===== config.mk =====
export PLATFORM = sky130hd
export DESIGN_NAME = sar_logic_10bit
export DESIGN_NICKNAME = d
export VERILOG_FILES = /design/src/rtl/sar_logic_10bit.sv
export SDC_FILE = /design/constraint.sdc
export NUM_CORES = 1
export LEC_CHECK = 0
export ABC_AREA = 1
export CELL_PAD_IN_SITES_DETAIL_PLACEMENT = 0
export CELL_PAD_IN_SITES_GLOBAL_PLACEMENT = 2
export CORE_ASPECT_RATIO = 0.9
export CORE_UTILIZATION = 28
export CTS_BUF_LIST = sky130_fd_sc_hd__clkbuf_16
export CTS_CLUSTER_DIAMETER = 30
export DETAILED_ROUTE_END_ITERATION = 7
export GPL_TIMING_DRIVEN = 0
export PLACE_DENSITY = 0.8
export REMOVE_ABC_BUFFERS = 1
export SYNTH_ARGS = -nofsm -noshare
export SYNTH_HDL_FRONTEND = slang
export SYNTH_SLANG_ARGS = --single-unit

===== constraint.sdc =====
create_clock -name clk -period 1.9 [get_ports clk]
set_clock_uncertainty 0.05 [all_clocks]
set_input_delay 0.19 -clock clk [delete_from_list [all_inputs] [get_ports clk]]
set_output_delay 0.19 -clock clk [all_outputs]
set_load 0.02 [all_outputs]

===== src/rtl/sar_logic_10bit.sv =====
// Successive-approximation controller for a 10-bit two-step SAR ADC.
// Runs the coarse-then-fine binary search and drives the DAC mux code and phase select.
module sar_logic_10bit #(
  parameter int unsigned SAMPLE_CYCLES = 2,
  parameter int unsigned SETTLE_CYCLES = 1,
  parameter int unsigned COARSE_BITS   = 5
) (
  input  logic       clk,
  input  logic       rst,
  input  logic       start,
  input  logic       comp_out,
  output logic       sample,
  output logic [9:0] dac_code,
  output logic       step_fine,
  output logic       busy,
  output logic       done,
  output logic [9:0] result,
  output logic [1:0] fsm_state
);

  localparam int unsigned FINE_BITS = 10 - COARSE_BITS;
  localparam int SCW = $clog2(SAMPLE_CYCLES) + 1;
  localparam int TCW = $clog2(SETTLE_CYCLES) + 1;

  typedef enum logic [1:0] {IDLE, SAMPLE, BIT, DONE} state_t;

  state_t         state_q, state_n;
  logic [SCW-1:0] scnt_q, scnt_n;
  logic [TCW-1:0] tcnt_q, tcnt_n;
  logic [3:0]     idx_q, idx_n;
  logic [9:0]     dac_q, dac_n;
  logic [9:0]     res_q, res_n;
  logic           step_q, step_n;
  logic [9:0]     bit_mask;
  logic [9:0]     decided;

  always_ff @(posedge clk) begin
    if (rst) begin
      state_q <= IDLE;
      scnt_q  <= '0;
      tcnt_q  <= '0;
      idx_q   <= 4'd9;
      dac_q   <= 10'h000;
      res_q   <= 10'h000;
      step_q  <= 1'b0;
    end else begin
      state_q <= state_n;
      scnt_q  <= scnt_n;
      tcnt_q  <= tcnt_n;
      idx_q   <= idx_n;
      dac_q   <= dac_n;
      res_q   <= res_n;
      step_q  <= step_n;
    end
  end

  // Trial bit k is already set in dac_q; the comparator only decides whether it survives.
  assign bit_mask = 10'(1) << idx_q;
  assign decided  = comp_out ? dac_q : (dac_q & ~bit_mask);

  always_comb begin
    state_n = state_q;
    scnt_n  = scnt_q;
    tcnt_n  = tcnt_q;
    idx_n   = idx_q;
    dac_n   = dac_q;
    res_n   = res_q;
    step_n  = step_q;
    case (state_q)
      IDLE: begin
        if (start) begin
          state_n = SAMPLE;
          scnt_n  = '0;
          dac_n   = 10'h000;
        end
      end
      SAMPLE: begin
        if (scnt_q == SCW'(SAMPLE_CYCLES - 1)) begin
          state_n = BIT;
          idx_n   = 4'd9;
          tcnt_n  = '0;
          dac_n   = 10'h200;
          step_n  = (32'd9 < FINE_BITS);
        end else begin
          scnt_n = scnt_q + 1'b1;
        end
      end
      BIT: begin
        if (tcnt_q == TCW'(SETTLE_CYCLES)) begin
          tcnt_n = '0;
          if (idx_q == 4'd0) begin
            state_n = DONE;
            dac_n   = decided;
            res_n   = decided;
            step_n  = 1'b0;
            idx_n   = 4'd9;
          end else begin
            idx_n  = idx_q - 4'd1;
            dac_n  = decided | (10'(1) << idx_n);
            step_n = (32'(idx_n) < FINE_BITS);
          end
        end else begin
          tcnt_n = tcnt_q + 1'b1;
        end
      end
      DONE: begin
        if (start) begin
          state_n = SAMPLE;
          scnt_n  = '0;
          dac_n   = 10'h000;
        end else begin
          state_n = IDLE;
        end
      end
      default: state_n = IDLE;
    endcase
  end

  assign sample    = (state_q == SAMPLE);
  assign busy      = (state_q != IDLE);
  assign done      = (state_q == DONE);
  assign dac_code  = dac_q;
  assign step_fine = step_q;
  assign result    = res_q;
  assign fsm_state = state_q;

endmodule


**Yosys cells after proc, flatten, opt, wreduce, memory -nomap -nowiden**

Cells that the tools add are included.

- Bits in registers: 30
- Word-level logic and storage cells: 63

- Add/subtract/negate cells: 3
- Order comparisons: 1
- Equality and inequality tests: 10
- Shift operators: 2
- Mux-type cells: 25
- Bitwise logic cells: 3
- Reductions and logical operators: 12

Operators by type and width:

| operator | number |
|---|---|
| two-way mux 10 bit | 5 |
| case mux 10 bit (3 select lines) | 1 |
| << shifter 1 x 4 -> 10 bit (first input constant) | 2 |
| two-way mux 2 bit | 6 |
| two-way mux 4 bit | 3 |
| AND reduction 3 bit | 4 |
| AND 10 bit | 1 |
| inverter 10 bit | 1 |
| OR 10 bit | 1 |
| != test 2 bit (second input constant) | 4 |
| case mux 2 bit (4 select lines) | 1 |
| case mux 4 bit (2 select lines) | 1 |
| nonzero test 2 bit | 3 |
| two-way mux 1 bit | 5 |
| == test 2 x 1 -> 1 bit (second input constant) | 2 |
| == test 2 bit (second input constant) | 2 |
| zero test 4 bit | 1 |
| < comparator 4 x 3 -> 1 bit (second input constant) | 1 |
| != test 2 x 1 -> 1 bit (second input constant) | 2 |
| case mux 1 bit (2 select lines) | 2 |
| case mux 2 bit (2 select lines) | 1 |
| AND reduction 4 bit | 1 |
| subtractor 4 x 1 -> 4 bit (second input constant) | 1 |
| adder 2 x 1 -> 2 bit (second input constant) | 1 |
| other kinds (4) | 4 |

**Longest topological paths before layout**

- Depth in word-level cells: 8
- Depth in mapped cells: 10
- Gate-level depth less buffers: 10

**Worst setup path after synthesis**

OpenSTA, ideal clock, no wires.

- Path kind: reg-to-reg
- Start: register state_q[0], in the netlist fsm_state[0]
- End: register dac_q[7], in the netlist dac_code[7]
- Library setup time: 70 ps
- Arrival: 1,620 ps
- Data required time: 1,780 ps
- Path slack: 159 ps
- Cell stages (with the launch flop): 9
- Path buffers: 0
- Clock period less this slack: 1,741 ps
- Path through: dfxtp_1 > inv_1 > ha_1 > inv_1 > nand2_2 > nand4_1 > nor2_4 > nand2_1 > a21oi_1

- Cells in the longest elaborated chain, start to end: 4

RTL lines:

| item | line | source |
|---|---|---|
| start, declared | 27 | `state_t state_q, state_n;` |
| start signal, assigned | 47 | `state_q <= state_n;` |
| == test 2 bit / zero test 2 bit (equally long branches) | 69 | `case (state_q)` |
| OR reduction 2 bit (no line) | - |  |
| != test 2 x 1 -> 1 bit (no line) | - |  |
| AND reduction 3 bit (no line) | - |  |
| end signal, assigned | 51 | `dac_q <= dac_n;` |
| end, declared | 31 | `logic [9:0] dac_q, dac_n;` |

Several ways; a longest one is shown, not always the timed one.
A chain may end at the register's enable or synchronous reset.

**Final worst setup path**

- Start: register state_q[0], in the netlist fsm_state[0]
- End: register dac_q[2], in the netlist dac_code[2]

The elaborated chain is that of the path after synthesis.

==> impl_metrics.env <==
export IMPL_holdWs_ps=412
export IMPL_grt_max_degree=21
export IMPL_clock_latency_ps=270
export IMPL_drc=3
export IMPL_status="finished, violations left"
export IMPL_place_area_sq_mm=0.00202
export IMPL_dp_hpwl_microns=2960
export IMPL_initial_utilization_pct=29.6
export IMPL_min_period_ps=1730
export IMPL_path_common_cell="nand2_1"
export IMPL_synth_cell_type_count=25
export IMPL_powerDensity_mw_per_mm2=1150
export IMPL_critPathArrivalTime_ps=1880
export IMPL_r2r_start="fsm_state[0]$_SDFFE_PP0P_"
export IMPL_clock_sinks=30
export IMPL_ant_nets=0
export IMPL_rows=26
export IMPL_worstMarginPinSlew_ps=753
export IMPL_regToRegSetupSlack_ps=170
export IMPL_fin_area_sq_mm=0.00219
export IMPL_min_period_over_period_pct=91.3
export IMPL_core_sq_mm=0.00579
export IMPL_cp_end_kind="flip-flop"
export IMPL_final_max_slew_viol_count=0
export IMPL_failed_checks="DRC"
export IMPL_critPathKind="flip-flop to flip-flop"
export IMPL_crit_slowest_cell="dfxtp_4"
export IMPL_num_fill_cells=633
export IMPL_syn_inst=266
export IMPL_hold_viol_final=0
export IMPL_io_buffers=29
export IMPL_die_x_microns=84.5
export IMPL_avgSynthCellArea_sq_um=6.45
export IMPL_critPathMaxStageDelay_ps=360
export IMPL_fmax_mhz=577
export IMPL_power_uw=2530
export IMPL_relSlewSlack_pct=49.7
export IMPL_hold_path_class="flip-flop to flip-flop"
export IMPL_place_congestion=0.732
export IMPL_grt_pass1_vias=1518
export IMPL_synth_ff_type="dfxtp_1"
export IMPL_rr_worst_depth=8
export IMPL_setup_viol=0
export IMPL_die_area_sq_mm=0.00645
export IMPL_vdd_drop_max_mv=0.575
export IMPL_final_util_pct=37.8
export IMPL_cts_tree="built"
export IMPL_regToRegEndpoint="dac_code[2]$_SDFFE_PP0P_"
export IMPL_clock_path_buffers=2
export IMPL_rsz0062_at_grt="no"
export IMPL_ys_warnings_count=0
export IMPL_routedWlPerCell_microns=11.7
export IMPL_syn_to_final_growth_pct=27.6
export IMPL_top_level_ports=30
export IMPL_drt_wl_total_microns=4250
export IMPL_drv_cap=0
export IMPL_cp_max_fo=10
export IMPL_crit_path_cell_trace="inv_1 > ha_2 > nand2_1 > nand2_1 > inv_1 > nand2_2 > nand2_1 > a21oi_1"
export IMPL_endpoint="dac_code[2]$_SDFFE_PP0P_"
export IMPL_synth_area_sq_mm=0.00172
export IMPL_start_kind="flip-flop"
export IMPL_drive_above_1_share_pct=7.14
export IMPL_vias_per_cell=4.45
export IMPL_yosys_register_bits=30
export IMPL_final_common_cell="nand2_1"
export IMPL_numCtsBuffers=5
export IMPL_antenna_found_initial=0
export IMPL_die_y_microns=76.3
export IMPL_dr_pass1_iters=6
export IMPL_crit_start="fsm_state[0]$_SDFFE_PP0P_"
export IMPL_overflow=0
export IMPL_num_nets_final=304
export IMPL_p_leak_uw=0.00100
export IMPL_diodes=0
export IMPL_async_flop_share_pct=0
export IMPL_path_clk_slew_ps=50
export IMPL_grt_pass1_wl_microns=7330
export IMPL_most_common_layout_cells="95 x nand2_1, 32 x inv_1, 28 x dfxtp_1"
export IMPL_synth_edf_count=0
export IMPL_cp_data_required_time_ps=2040
export IMPL_h_tree_depth=2
export IMPL_grtUsageTotal_pct=14.4
export IMPL_fin_setup_tns_ps=0
export IMPL_drt_iter0_markers=72
export IMPL_num_vias=1621
export IMPL_seq_area_frac_synth_pct=35.0
export IMPL_cts_root_buffer="clkbuf_16"
-- routing by layer --
metal / up-vias / global-route usage [%] / share of wire [%]
met5: - / 0 / 0
met4: 0 / 3.56 / 0.59
met3: 2 / 3.58 / 3.7
met2: 29 / 23.5 / 44
met1: 701 / 19.1 / 52
li1: 889 / - / -
-- synth_stat cells, drive strengths merged, types with 2 or more instances --
library cell | number | area [sq um]
nand2 | 98 | 375
inv | 33 | 124
dfxtp | 30 | 601
nor2 | 29 | 135
a21oi | 26 | 130
nand3 | 18 | 90.1
buf | 8 | 66.3
ha | 7 | 87.6
o21ai | 7 | 35.0
nand4 | 3 | 33.8
clkbuf | 2 | 7.51
-- kinds of logic after synthesis --
group | Yosys count | share of synthesized area (%)
AO/OA/AOI/OAI | 34 | 10.1
adder cells (fa/ha/maj) | 7 | 5.10
buffers and inverters | 44 | 11.8
flip-flops | 30 | 35.0
AND/OR/NAND/NOR | 151 | 38.0
-- report_power, final --
group	total [uW]	switching, uW	internal [uW]
Clock	742	270	472
Sequential	813	103	710
Combinational	972	626	346
Total	2530	999	1530
-- registers in the layout (all words and copies together), names as in the netlist --
signal     cells
result        10
step_fine      1
dac_code      10
fsm_state      2
tcnt_q         1
scnt_q         2
idx_q          4
-- layout make-up --
type                            instances  area, sq um  share of cell area (%)
Inverter                               34          129                    5.89
Tap cell                               70         87.6                    4.00
Clock inverter                          3         12.5                   0.571
Clock buffer                            5          125                    5.71
Timing Repair Buffer                   30          302                    13.8
Multi-Input combinational cell        192          928                    42.4
Sequential cell                        30          606                    27.7
-- worst min-delay path by stage --
stage,from,to,slack [ps],depth (start not counted)
2_1_floorplan,rst,dac_code[0]$_SDFFE_PP0P_,210,1
3_3_place_gp,scnt_q[0]$_SDFFE_PP0P_,scnt_q[0]$_SDFFE_PP0P_,410,1
3_5_place_dp,step_fine$_SDFFE_PP0P_,step_fine$_SDFFE_PP0P_,410,2
4_1_cts,scnt_q[0]$_SDFFE_PP0P_,scnt_q[0]$_SDFFE_PP0P_,420,1
5_1_grt,step_fine$_SDFFE_PP0P_,step_fine$_SDFFE_PP0P_,440,2
6_report,scnt_q[0]$_SDFFE_PP0P_,scnt_q[0]$_SDFFE_PP0P_,410,1
-- per-stage QoR --
stage / std cells / worst slack, ps
floorplan: 256 / 157
finish: 364 / 166
global route: 364 / 10.1
global placement: 355 / -236
CTS: 364 / 2.95
detailed placement: 355 / -222
-- worst max-delay path, delay by kind of cell (launching register included) --
kind            cells  cell delay (ps)
fa+ha+maj           1              340
flops               1              360
buf+inv             2              230
compound gates      1              150
simple gates        4              520
-- what timing repair did --
action / CTS / global route
pin swaps: 1 / 1
hold buffers: 0 / 0
buffers inserted: 1 / 0
resized for setup: 2 / 6
endpoints found under the setup margin: 9 / 20
Note: power is estimated with default switching activity, not from simulation.
